**src/rtl/keypad_pkg.sv**
```systemverilog
// keypad_pkg
//   Shared constants and the event encoding used by the keypad debouncer.
//   Event byte layout: {isPress, 4'b0, keyIdx[2:0]}.
//   Optional build macro used by the top level: KEYPAD_RELEASE_EVENT_EN.
package keypad_pkg;

   localparam int KEY_COUNT     = 8;
   localparam int EVT_W         = 8;
   localparam int EVT_PRESS_BIT = 7;
   localparam int EVT_IDX_LSB   = 0;
   localparam int EVT_IDX_W     = 3;

   function automatic logic [EVT_W-1:0] evt_encode(input logic is_press,
                                                   input logic [EVT_IDX_W-1:0] idx);
      logic [EVT_W-1:0] evt;
      evt = '0;
      evt[EVT_PRESS_BIT] = is_press;
      evt[EVT_IDX_LSB +: EVT_IDX_W] = idx;
      return evt;
   endfunction

endpackage

```
**src/rtl/key_debounce_cell.sv**
```systemverilog
// key_debounce_cell
//   One keypad line: 2-flop synchroniser, debounce counter and stable flop.
//   Ports:
//     clk        in   system clock
//     reset      in   synchronous active-low reset
//     raw        in   raw (asynchronous) key level
//     stable     out  debounced level (registered)
//     riseStrobe out  high in the cycle stable is about to go 0->1
//     fallStrobe out  high in the cycle stable is about to go 1->0
//   The strobes are decoded from registered state only, so the parent can
//   capture an event on the same edge that updates stable.
module key_debounce_cell #(
   parameter int DEBOUNCE_CYCLES = 100000,
   parameter int CNT_W           = 17
) (
   input  logic clk,
   input  logic reset,
   input  logic raw,
   output logic stable,
   output logic riseStrobe,
   output logic fallStrobe
);

   localparam logic [CNT_W-1:0] TERMINAL = CNT_W'(DEBOUNCE_CYCLES - 1);

   logic             sync_0;
   logic             sync_1;
   logic [CNT_W-1:0] cnt;
   logic             at_terminal;

   assign at_terminal = (sync_1 != stable) && (cnt == TERMINAL);
   assign riseStrobe  = at_terminal &  sync_1;
   assign fallStrobe  = at_terminal & ~sync_1;

   always_ff @(posedge clk) begin
      if (!reset) begin
         sync_0 <= 1'b0;
         sync_1 <= 1'b0;
         cnt    <= '0;
         stable <= 1'b0;
      end else begin
         sync_0 <= raw;
         sync_1 <= sync_0;
         // Any return to the accepted level restarts the qualification window.
         if (sync_1 == stable) begin
            cnt <= '0;
         end else if (cnt == TERMINAL) begin
            stable <= sync_1;
            cnt    <= '0;
         end else begin
            cnt <= cnt + 1'b1;
         end
      end
   end

endmodule

```
**src/rtl/keypad_debouncer.sv**
```systemverilog
// keypad_debouncer
//   Debounces the 8 raw keypad lines and queues key events in a small FIFO.
//   Ports:
//     clk           in   system clock
//     reset         in   synchronous active-low reset
//     keypadRaw     in   raw keypad lines, active-high
//     keypadStable  out  debounced level per key
//     evtValid      out  FIFO non-empty
//     evtData       out  head event {isPress, 4'b0, keyIdx}
//     evtPop        in   pop head entry (ignored when empty)
//     evtCount      out  occupied entries
//     overflow      out  sticky: an event was dropped on a full FIFO
//     clearOverflow in   clears overflow (a simultaneous new drop wins)
//   Build macro: KEYPAD_RELEASE_EVENT_EN adds release events (isPress=0);
//   presses always drain before releases.
module keypad_debouncer
   import keypad_pkg::*;
#(
   parameter int DEBOUNCE_CYCLES = 100000,
   parameter int FIFO_DEPTH      = 8,
   parameter int CNT_W           = 17
) (
   input  logic                          clk,
   input  logic                          reset,
   input  logic [KEY_COUNT-1:0]          keypadRaw,
   output logic [KEY_COUNT-1:0]          keypadStable,
   output logic                          evtValid,
   output logic [EVT_W-1:0]              evtData,
   input  logic                          evtPop,
   output logic [$clog2(FIFO_DEPTH):0]   evtCount,
   output logic                          overflow,
   input  logic                          clearOverflow
);

   localparam int PTR_W = $clog2(FIFO_DEPTH);

   logic [KEY_COUNT-1:0] rise;
   logic [KEY_COUNT-1:0] fall;
   logic [KEY_COUNT-1:0] press_pend;
   logic [KEY_COUNT-1:0] press_clr;
   logic [KEY_COUNT-1:0] rel_clr;

   logic                 push;
   logic                 push_press;
   logic [EVT_IDX_W-1:0] push_idx;
   logic [EVT_W-1:0]     push_data;
   logic [KEY_COUNT-1:0] pick_mask;

   logic [EVT_W-1:0]     mem [FIFO_DEPTH];
   logic [PTR_W-1:0]     wr_ptr;
   logic [PTR_W-1:0]     rd_ptr;
   logic [PTR_W:0]       count;
   logic                 full;
   logic                 pop;
   logic                 wr_en;
   logic                 drop;

   for (genvar i = 0; i < KEY_COUNT; i++) begin : g_cell
      key_debounce_cell #(
         .DEBOUNCE_CYCLES (DEBOUNCE_CYCLES),
         .CNT_W           (CNT_W)
      ) u_cell (
         .clk        (clk),
         .reset      (reset),
         .raw        (keypadRaw[i]),
         .stable     (keypadStable[i]),
         .riseStrobe (rise[i]),
         .fallStrobe (fall[i])
      );
   end

   function automatic logic [EVT_IDX_W-1:0] lowest_idx(input logic [KEY_COUNT-1:0] m);
      logic [EVT_IDX_W-1:0] r;
      r = '0;
      for (int i = KEY_COUNT - 1; i >= 0; i--) begin
         if (m[i]) r = EVT_IDX_W'(i);
      end
      return r;
   endfunction

`ifdef KEYPAD_RELEASE_EVENT_EN
   logic [KEY_COUNT-1:0] rel_pend;

   always_ff @(posedge clk) begin
      if (!reset) rel_pend <= '0;
      else        rel_pend <= (rel_pend & ~rel_clr) | fall;
   end
`else
   logic unused_fall;
   assign unused_fall = ^fall;
`endif

   always_comb begin
      push       = |press_pend;
      push_press = 1'b1;
      push_idx   = lowest_idx(press_pend);
`ifdef KEYPAD_RELEASE_EVENT_EN
      if (!(|press_pend) && (|rel_pend)) begin
         push       = 1'b1;
         push_press = 1'b0;
         push_idx   = lowest_idx(rel_pend);
      end
`endif
      push_data = evt_encode(push_press, push_idx);
      pick_mask = push ? (KEY_COUNT'(1) << push_idx) : '0;
      press_clr = push_press  ? pick_mask : '0;
      rel_clr   = !push_press ? pick_mask : '0;
   end

   // The pending bit is cleared whether or not the FIFO accepted the entry.
   always_ff @(posedge clk) begin
      if (!reset) press_pend <= '0;
      else        press_pend <= (press_pend & ~press_clr) | rise;
   end

   assign full  = (count == (PTR_W + 1)'(FIFO_DEPTH));
   assign pop   = evtPop && (count != '0);
   assign wr_en = push && (!full || pop);
   assign drop  = push && full && !pop;

   always_ff @(posedge clk) begin
      if (!reset) begin
         wr_ptr   <= '0;
         rd_ptr   <= '0;
         count    <= '0;
         overflow <= 1'b0;
      end else begin
         if (wr_en) wr_ptr <= wr_ptr + 1'b1;
         if (pop)   rd_ptr <= rd_ptr + 1'b1;
         case ({wr_en, pop})
            2'b10:   count <= count + 1'b1;
            2'b01:   count <= count - 1'b1;
            default: count <= count;
         endcase
         if (drop)               overflow <= 1'b1;
         else if (clearOverflow) overflow <= 1'b0;
      end
   end

   always_ff @(posedge clk) begin
      if (wr_en) mem[wr_ptr] <= push_data;
   end

   assign evtCount = count;
   assign evtValid = (count != '0);
   assign evtData  = evtValid ? mem[rd_ptr] : '0;

endmodule

```
**config.mk**
```make
export PLATFORM = sky130hd
export DESIGN_NAME = keypad_debouncer
export DESIGN_NICKNAME = d
export VERILOG_FILES = /design/src/rtl/keypad_pkg.sv /design/src/rtl/key_debounce_cell.sv /design/src/rtl/keypad_debouncer.sv
export SDC_FILE = /design/constraint.sdc
export NUM_CORES = 1
export LEC_CHECK = 0
export ABC_AREA = 1
export BUFFER_PORTS_ARGS = -buffer_cell sky130_fd_sc_hd__buf_2
export CORE_MARGIN = 10
export CORE_UTILIZATION = 47
export DETAILED_ROUTE_END_ITERATION = 7
export SYNTH_ARGS = -nofsm -noshare
export SYNTH_HDL_FRONTEND = slang
export SYNTH_HIERARCHICAL = 1
export SYNTH_SLANG_ARGS = --single-unit
```
**constraint.sdc**
```tcl
create_clock -name clk -period 5.5 [get_ports clk]
set_input_delay 0.55 -clock clk [delete_from_list [all_inputs] [get_ports clk]]
set_output_delay 0.55 -clock clk [all_outputs]
set_load 0.05 [all_outputs]
```
==> metrics.md, run 1 <==
| Metric | Value |
|---|---|
| Hold EP | g_cell[1].u_cell/sync_0 |
| Io pins | 34 |
| Path depth of the worst reg2reg path | 15 |
| Post-DRT Antenna Nets | 0 |
| Ys Warns | 6 |
| # rows | 53 |
| Final setup viols | 0 |
| Total power | 3.45 mW |
| Clk sinks | 206 |
| Lkg Pwr | ~3.7 nW |
| Fin crit share | 45.9% |
| Clock latency on the worst-skew pair | ~0.50 ns |
| Most used cell, CP | o21ai_0 |
| CORE AREA | around 21000 um2 |
| Worst Hold Depth | 3 |
| Nets | between 1000 and 1500 |
| Status | complete, no violations |
| CTS clock-pin slew for the worst setup and hold paths | 0.06 ns |
| Initial Utilization | a little under half |
| First-pass GRT wire length | 33.6 mm |
| Die Span X | between 150 and 200 um |
| Reg area | 4360 um2 |
| Vias | roughly 8000 |
| # DRC | 0 |
| # Post-CTS Setup Buffers | 0 |
| Remaining Overflow, GRT | 0 |
| Vias in the first global route | approximately 7400 |
| First drt pass iteration count | 5 |
| Max incr delay on CP | around 0.6 ns |
| Critical Path Fanout Max | 13 |
| VDD IR max | between 150 and 200 uV |
| Largest net degree at the start of global routing | 43 |
| H-tree depth | 1 |
| Reg-to-Reg End | evtCount[3] |
| Top delay family on crit path | flip-flops |
| Post-synthesis cell area | 9910 um2 |
| Wire per inst | roughly 11 um |
| Filler cell count | around 2100 |
| Worst Setup End Kind | output pin |
| RSZ-0062 raised after global routing | no |
| PD cells | between 300 and 400 nW/um2 |
| Skew final | 0.0146 ns |
| Area growth syn-to-layout | 10.6% |
| Launching point of the worst reg2reg path | evtCount[1] |
| GPL Wtd Cong | 0.820 |
| Crit path time final | 2.53 ns |
| Syn Inst Count | about 1400 |
| Reg2reg setup slack | 3.55 ns |
| Fmax | roughly 0.40 GHz |
| TNS Setup | 0 ns |
| Max Slew Vio Count | 0 |
| Vias per inst | approximately 4.7 |
| Port buffer count | 29 |
| Max_cap viols | 0 |
| Post-route cell area | ~11000 um2 |
| Critical path's slowest cell | dfxtp_1 |
| Setup Crit Path Kind | flip-flop to output pin |
| Clk buf depth | 3 |
| Worst Path Buf+Inv | 2 |
| Worst Setup Start Kind | flip-flop |
| Slew headroom | 53.9% |
| Die height | around 170 um |
| Critical Path RT | around 5 ns |
| Die area | about 27000 um2 |
| Final Util | a little over half |
| Total GRT Usage | 14.3% |
| DP Wirelength | around 14 mm |
| Starting DRT DRC Count | roughly 480 |
| CTS tree | yes |
| Initial antenna violation count | 0 |
| Actual slew at the worst max-slew pin | slightly below 0.7 ns |
| Hold Buf Count CTS | 0 |
| Min-delay src | keypadRaw[1] |
| TritonCTS Buffers | 23 |
| Final hold vios | 0 |
| Layout cells sized above 1 | under 10% |
| Drt total wl | 19.0 mm |
| Area taken by multi-input logic gates | between 4000 and 5000 um2 |
| Root buffer cell | clkbuf_16 |
| Crit path DAT | ~2.0 ns |
| Min-delay worst type | input port to flip-flop |
| Ant. Diodes | 0 |
| Worst path cell trace | inv_2 -> o21ai_0 -> o21ai_0 -> o21ai_0 -> nor2_1 -> buf_2 |
| Syn avg cell area | a little over 7 um2 |
| CTS-repair resized insts | 0 |
| Placed inst area | around 10000 um2 |
==> worst register-to-register path: cells and delay by family, from the launching register on <==
| kind | cells | cell delay [ns] |
|---|---|---|
| and+or+nand+nor | 11 | 0.98 |
| DFF | 1 | 0.36 |
| adders and majority gates | 1 | 0.31 |
| buffers and inverters | 3 | 0.20 |
==> worst max-delay path by stage <==
stage | startpoint | end | slack [ns] | cells past startpoint
after global placement | evtPop | evtCount[3] | 3.53 | 14
after detailed placement | evtPop | evtCount[3] | 3.49 | 14
after floorplan | evtCount[3] | evtData[0] | 3.05 | 4
after global routing | flip-flop | evtData[2] | 2.77 | 6
after CTS | flip-flop | evtData[0] | 2.98 | 6
final | flip-flop | evtData[2] | 2.97 | 6
==> metal layers <==
layer / track usage [%] / routed length [um] / up-vias
met5: 0 / 0 / -
met1: 18.9 / 9310 / 3489
met2: 23.6 / 8540 / 87
li1: - / - / 4424
met3: 2.55 / 744 / 30
met4: 3.50 / 379 / 0
==> cell usage in the layout, fill, tap and decap left out, types with 24 or more instances in the layout <==
cell	count
edfxtp_1	24
xor2_1	49
nand2_1	312
inv_1	164
a21oi_1	78
dfxtp_1	182
buf_2	29
nand3_1	85
nand4_1	26
o21ai_0	39
nor2_1	310
==> per-stage QoR <==
step | hold WS [ns] | worst slack (ns) | instances
5_1_grt | 0.217 | 2.77 | 1718
2_1_floorplan | 0.390 | 3.05 | 1390
3_5_place_dp | 0.395 | 3.49 | 1679
6_report | 0.227 | 2.97 | 1718
4_1_cts | 0.204 | 2.98 | 1718
3_3_place_gp | 0.392 | 3.53 | 1679
==> registers in the layout, indices dropped and copies added, names as in the netlist, named ones only <==
register	flops
rd_ptr	3
g_cell.u_cell/cnt	136
g_cell.u_cell/sync_0	8
mem	24
g_cell.u_cell/stable	8
press_pend	8
g_cell.u_cell/sync_1	8
overflow	1
evtCount	4
wr_ptr	3
==> final cells by class <==
type                            count  area share [%]
Multi-Input combinational cell    999            43.5
Sequential cell                   206            39.8
Inverter                          169            5.82
Clock buffer                       30            5.76
Tap cell                          275            3.14
Timing Repair Buffer               30            1.39
Clock inverter                      9           0.593
==> power breakdown <==
part	total, mW	leakage (nW)	internal (mW)	switching, mW
Sequential	1.59	1.69	1.55	0.0429
Clock	1.42	0.346	0.846	0.571
Combinational	0.443	1.69	0.122	0.322
(Power assumes the default switching activity.)
==> run 2, diff against run 1 <==
- PLACE_DENSITY: unset -> 0.66
- clock period: 5.5 -> 2.3 ns (I/O delays scaled with it)
==> metrics.md, run 2 (synthesis gave the netlist of run 1 again) <==
| Metric | Value |
|---|---|
| Launching point of the worst reg2reg path | evtCount[1] |
| CTS tree | yes |
| Vias in the first global route | approximately 7500 |
| Max_cap viols | 0 |
| Path depth of the worst reg2reg path | 15 |
| # DRC | 0 |
| DP Wirelength | 13.7 mm |
| Net Sw Power | between 2 and 2.5 mW |
| Grt met3 use | 2.18% |
| Final hold vios | 0 |
| Skew final | about 0.016 ns |
| Worst Setup Start Kind | flip-flop |
| Initial Utilization | a little under half |
| CTS clock-pin slew for the worst setup and hold paths | approximately 0.06 ns |
| Gr busiest metal | met2 |
| Min-delay src | clearOverflow |
| GPL Wtd Cong | roughly 0.85 |
| Area growth syn-to-layout | 12.6% |
| Commonest non-fill, non-tap cell in the layout | nand2_1 |
| # rows | between 50 and 60 |
| RSZ-0062 raised after global routing | no |
| First drt pass iteration count | 4 |
| Post-DRT Antenna Nets | 0 |
| Worst Setup End Kind | output pin |
| Setup Crit Path Kind | flip-flop to output pin |
| Met1 usage | 17.8% |
| Actual slew at the worst max-slew pin | 0.545 ns |
| Slew headroom | 63.7% |
| Net Sw Frac | between 20% and 30% |
| Worst Hold Depth | 5 |
| Min-delay worst type | input port to flip-flop |
| Ant. Diodes | 0 |
| # Post-CTS Setup Buffers | 0 |
| Io pins | 34 |
| Die Span X | 165 um |
| Port buffer count | 29 |
| Hold EP | overflow |
| Fin Hold WS | roughly 0.078 ns |
| Vias | ~8000 |
| Lkg Pwr | about 3.8 nW |
| PD cells | between 700 and 800 nW/um2 |
| Clock latency on the worst-skew pair | ~0.51 ns |
| Reg-to-Reg End | evtCount[3] |
| TritonCTS Buffers | 23 |
| Max FFs per register | approximately 140 |
| Die area | ~27000 um2 |
| Initial antenna violation count | 0 |
| Critical Path Fanout Max | 13 |
| Fin crit share | approximately 87% |
| Die height | roughly 170 um |
| Largest register by flop count | g_cell.u_cell/cnt |
| Clk sinks | 206 |
| Largest net degree at the start of global routing | 25 |
| Filler cell count | ~2000 |
| Nets | ~1500 |
| Starting DRT DRC Count | 348 |
| P_int | roughly 6.3 mW |
| Highest-count cells in the layout ignoring fill and taps | nand2_1 (312), nor2_1 (310), dfxtp_1 (179) |
| Area taken by multi-input logic gates | between 4000 and 5000 um2 |
| VDD IR max | around 460 uV |
| Fraction of met2 tracks used by global routing | approximately a quarter |
| Layout cells sized above 1 | 8.78% |
| Reg area | around 4400 um2 |
| TNS Setup | 0 ns |
| Comb pwr share | 12.6% |
| Fmax | 0.499 GHz |
| Total GRT Usage | about 14% |
| Root buffer cell | clkbuf_16 |
| Crit path time final | 2.00 ns |
| Drt total wl | 18.7 mm |
| Clk buf depth | 3 |
| Final setup viols | 0 |
| First-pass GRT wire length | between 30 and 40 mm |
| Max Slew Vio Count | 0 |
| CORE AREA | between 20000 and 25000 um2 |
| Crit path DAT | approximately 1.8 ns |
| Critical Path RT | 2.07 ns |
| Wire per inst | around 11 um |
| Reg2reg setup slack | ~0.40 ns |
| Seq pwr share | 44.4% |
| Status | complete, no violations |
| Total power | about 8.6 mW |
| Clock share of power | between 40% and 50% |
| Vias per inst | ~4.7 |
| Largest regs | g_cell.u_cell/cnt (136), mem (24) |
| H-tree depth | 1 |
| Remaining Overflow, GRT | 0 |
[run 2: cell types whose count changed in the layout (fill, tap and decap cells not counted), sizes merged, moves of 4 or more]
cell         before  now
buf              30   34
clkbuf           30   34
dlygate4sd3       0    8
clkinv           10    6
[run 2: stage by stage]
stage	utilization, %	setup WS [ns]	cell area, um2	instances
finish	53.4	0.297	11200	1733
global route	53.4	0.126	11200	1733
global placement	49.3	0.439	10300	1683
floorplan	-	0.0128	9920	1390
CTS	53.4	0.0749	11200	1733
detailed placement	49.3	0.389	10300	1683
[run 2: cell type report]
cell class | instances | area share, %
multi-input combinational | 999 | 42.7
sequential | 206 | 39.1
clock buffer | 34 | 6.15
inverter | 169 | 5.72
tap | 275 | 3.08
timing repair buffer | 42 | 2.35
clock inverter | 8 | 0.852
[run 2: what timing repair did]
item,in CTS,in global routing
gates resized for setup,0,1
setup endpoints to repair,0,2
endpoints found under the hold margin,8,0
hold buffers,8,0
[run 2: layer usage]
metal	vias up	routed length [um]
met1	3603	9280
met5	-	0
met3	22	659
met2	80	8490
met4	0	293
li1	4454	-
[run 2: worst max-delay path by stage]
stage / startpoint / end / depth (start not counted)
after global routing: flip-flop / evtData[2] / 6
final: flip-flop / evtData[2] / 6
after floorplan: evtCount[0] / evtCount[3] / 15
after CTS: flip-flop / evtData[2] / 6
after detailed placement: evtCount[0] / evtCount[3] / 15
after global placement: evtCount[1] / evtCount[3] / 15
[run 2: power groups by stage]
| stage | logic (mW) | clock network [mW] | registers [mW] |
|---|---|---|---|
| after floorplan | 0.816 | 0 | 3.94 |
| after global placement | 1.07 | 0 | 3.88 |
| after detailed placement | 1.08 | 0 | 3.88 |
| after CTS | 1.09 | 3.80 | 3.80 |
| after global routing | 1.18 | 3.93 | 3.82 |
| final | 1.08 | 3.68 | 3.80 |
[run 2: worst max-delay path, stage by stage (launching register included)]
cell and delay (ns):
dfxtp_2 0.46, inv_2 0.12, o21ai_0 0.18, o21ai_0 0.10, o21ai_0 0.14, nor2_1 0.06
buf_2 0.21
==> run 3, diff against run 2 <==
- CORE_UTILIZATION: 47 -> 55
- PLACE_DENSITY: 0.66 -> 0.72
- clock period: 2.3 -> 2.6 ns (I/O delays scaled with it)
==> metrics.md, run 3 (synthesis gave the netlist of run 1 again) <==
| Metric | Value |
|---|---|
| Status | complete, no violations |
| # Post-CTS Setup Buffers | 0 |
| Critical path's slowest cell | dfxtp_1 |
| Vias per inst | between 4 and 5 |
| VDD IR max | between 1000 and 1500 uV |
| Layout cells sized above 1 | under 10% |
| CTS clock-pin slew for the worst setup and hold paths | ~0.06 ns |
| Max_cap viols | 0 |
| Starting DRT DRC Count | approximately 380 |
| Largest register by flop count | g_cell.u_cell/cnt |
| Max FFs per register | ~140 |
| Highest-count cells in the layout ignoring fill and taps | nand2_1 (312), nor2_1 (310), dfxtp_1 (182) |
| Wire per inst | 11.3 um |
| H-tree depth | 1 |
| Worst Setup End Kind | output pin |
| Die height | approximately 150 um |
| Hold Buf Count CTS | 8 |
| Clk buf depth | 3 |
| Commonest non-fill, non-tap cell in the layout | nand2_1 |
| Area taken by multi-input logic gates | 4770 um2 |
| First-pass GRT wire length | between 30 and 40 mm |
| Drt total wl | ~19 mm |
| Min-delay worst type | input port to flip-flop |
| Ant. Diodes | 0 |
| Largest net degree at the start of global routing | 32 |
| Crit path DAT | between 1.5 and 2 ns |
| CTS-repair resized insts | 0 |
| Remaining Overflow, GRT | 0 |
| Slew headroom | a little over half |
| Initial antenna violation count | 0 |
| Critical Path Fanout Max | 13 |
| Crit path time final | roughly 2.2 ns |
| Final setup viols | 0 |
| CTS tree | yes |
| Fin crit share | 84.4% |
| Filler cell count | about 1600 |
| CORE AREA | roughly 18000 um2 |
| Fmax | about 0.46 GHz |
| Nets | roughly 1500 |
| Total GRT Usage | 15.8% |
| Vias | slightly above 8000 |
| Lkg Pwr | 3.80 nW |
| Final Util | roughly 62% |
| Post-DRT Antenna Nets | 0 |
| GPL Wtd Cong | roughly 0.88 |
| TNS Setup | 0 ns |
| Largest regs | g_cell.u_cell/cnt (136), mem (24) |
| Area growth syn-to-layout | 11.5% |
| # rows | between 40 and 50 |
| Worst path cell trace | inv_2 -> o21ai_0 -> o21ai_0 -> o21ai_0 -> nor2_1 -> buf_2 |
| Port buffer count | 29 |
| Die area | approximately 24000 um2 |
| First drt pass iteration count | 5 |
| RSZ-0062 raised after global routing | no |
| Vias in the first global route | just under 8000 |
| Reg area | about 4400 um2 |
| Max incr delay on CP | around 0.59 ns |
| Root buffer cell | clkbuf_16 |
| Io pins | 34 |
| Max Slew Vio Count | 0 |
| DP Wirelength | ~14 mm |
| PD cells | ~700 nW/um2 |
| Clock latency on the worst-skew pair | 0.50 ns |
| Die Span X | 154 um |
| Initial Utilization | 55.5% |
| Critical Path RT | between 2 and 2.5 ns |
| Final hold vios | 0 |
| Setup Crit Path Kind | flip-flop to output pin |
| Clk sinks | 206 |
| Actual slew at the worst max-slew pin | about 0.71 ns |
| Most used cell, CP | o21ai_0 |
| # DRC | 0 |
| TritonCTS Buffers | 22 |
| Skew final | 0.0108 ns |
| Worst Setup Start Kind | flip-flop |
[run 3: cell types whose count changed in the layout (fill, tap and decap cells not counted), sizes merged]
cell | before | now
bufinv | 2 | 3
clkinvlp | 1 | 0
clkinv | 6 | 9
clkbuf | 34 | 30
buf | 34 | 31
inv | 168 | 167
[run 3: report_power, final]
part | internal (mW) | switching, mW | leakage, nW
Sequential | 3.28 | 0.0850 | 1.69
Combinational | 0.269 | 0.678 | 1.73
Clock | 2.00 | 1.23 | 0.377
[run 3: critical path: cells and delay by family (launching register included)]
family	cells	cell delay [ns]
AND/OR/NAND/NOR	1	0.06
AO/OA/AOI/OAI	3	0.43
flip-flops	1	0.59
buffers and inverters	2	0.36
[run 3: worst paths after layout]
| check | startpoint | to | slack, ns | cells past startpoint |
|---|---|---|---|---|
| setup / recovery | flip-flop | evtData[0] | 0.40 | 6 |
| hold / removal | clearOverflow | overflow | 0.13 | 5 |
| setup reg to reg | evtCount[3] | evtCount[3] | 0.66 | 15 |
| hold reg to reg | g_cell[4].u_cell/sync_0 | g_cell[4].u_cell/sync_1 | 0.41 | 2 |
[run 3: final cells by class]
cell class / count / area share (%)
multi-input combinational: 999 / 43.1
timing repair buffer: 39 / 2.17
clock buffer: 30 / 5.72
sequential: 206 / 39.5
tap: 229 / 2.59
clock inverter: 10 / 1.12
inverter: 169 / 5.77
[run 3: stage by stage]
stage | hold WS, ns | setup WS [ns] | area [um2] | std cells | total power, mW
6_report | 0.127 | 0.405 | 11100 | 1682 | 7.53
5_1_grt | 0.157 | 0.228 | 11100 | 1682 | 7.87
2_1_floorplan | 0.353 | 0.264 | 9920 | 1390 | 4.21
3_3_place_gp | 0.393 | 0.734 | 10200 | 1634 | 4.36
3_5_place_dp | 0.399 | 0.655 | 10200 | 1634 | 4.38
4_1_cts | 0.108 | 0.384 | 11100 | 1682 | 7.63
[run 3: routing by layer]
metal / GRT usage (%) / share of wire, % / routed length [um] / vias to the layer above
li1: - / - / - / 4443
met1: 19.7 / 48 / 9010 / 3704
met2: 27.6 / 47 / 8940 / 94
met3: 2.94 / 3.4 / 637 / 28
met4: 4.00 / 1.9 / 353 / 0
met5: 0 / 0 / 0 / -
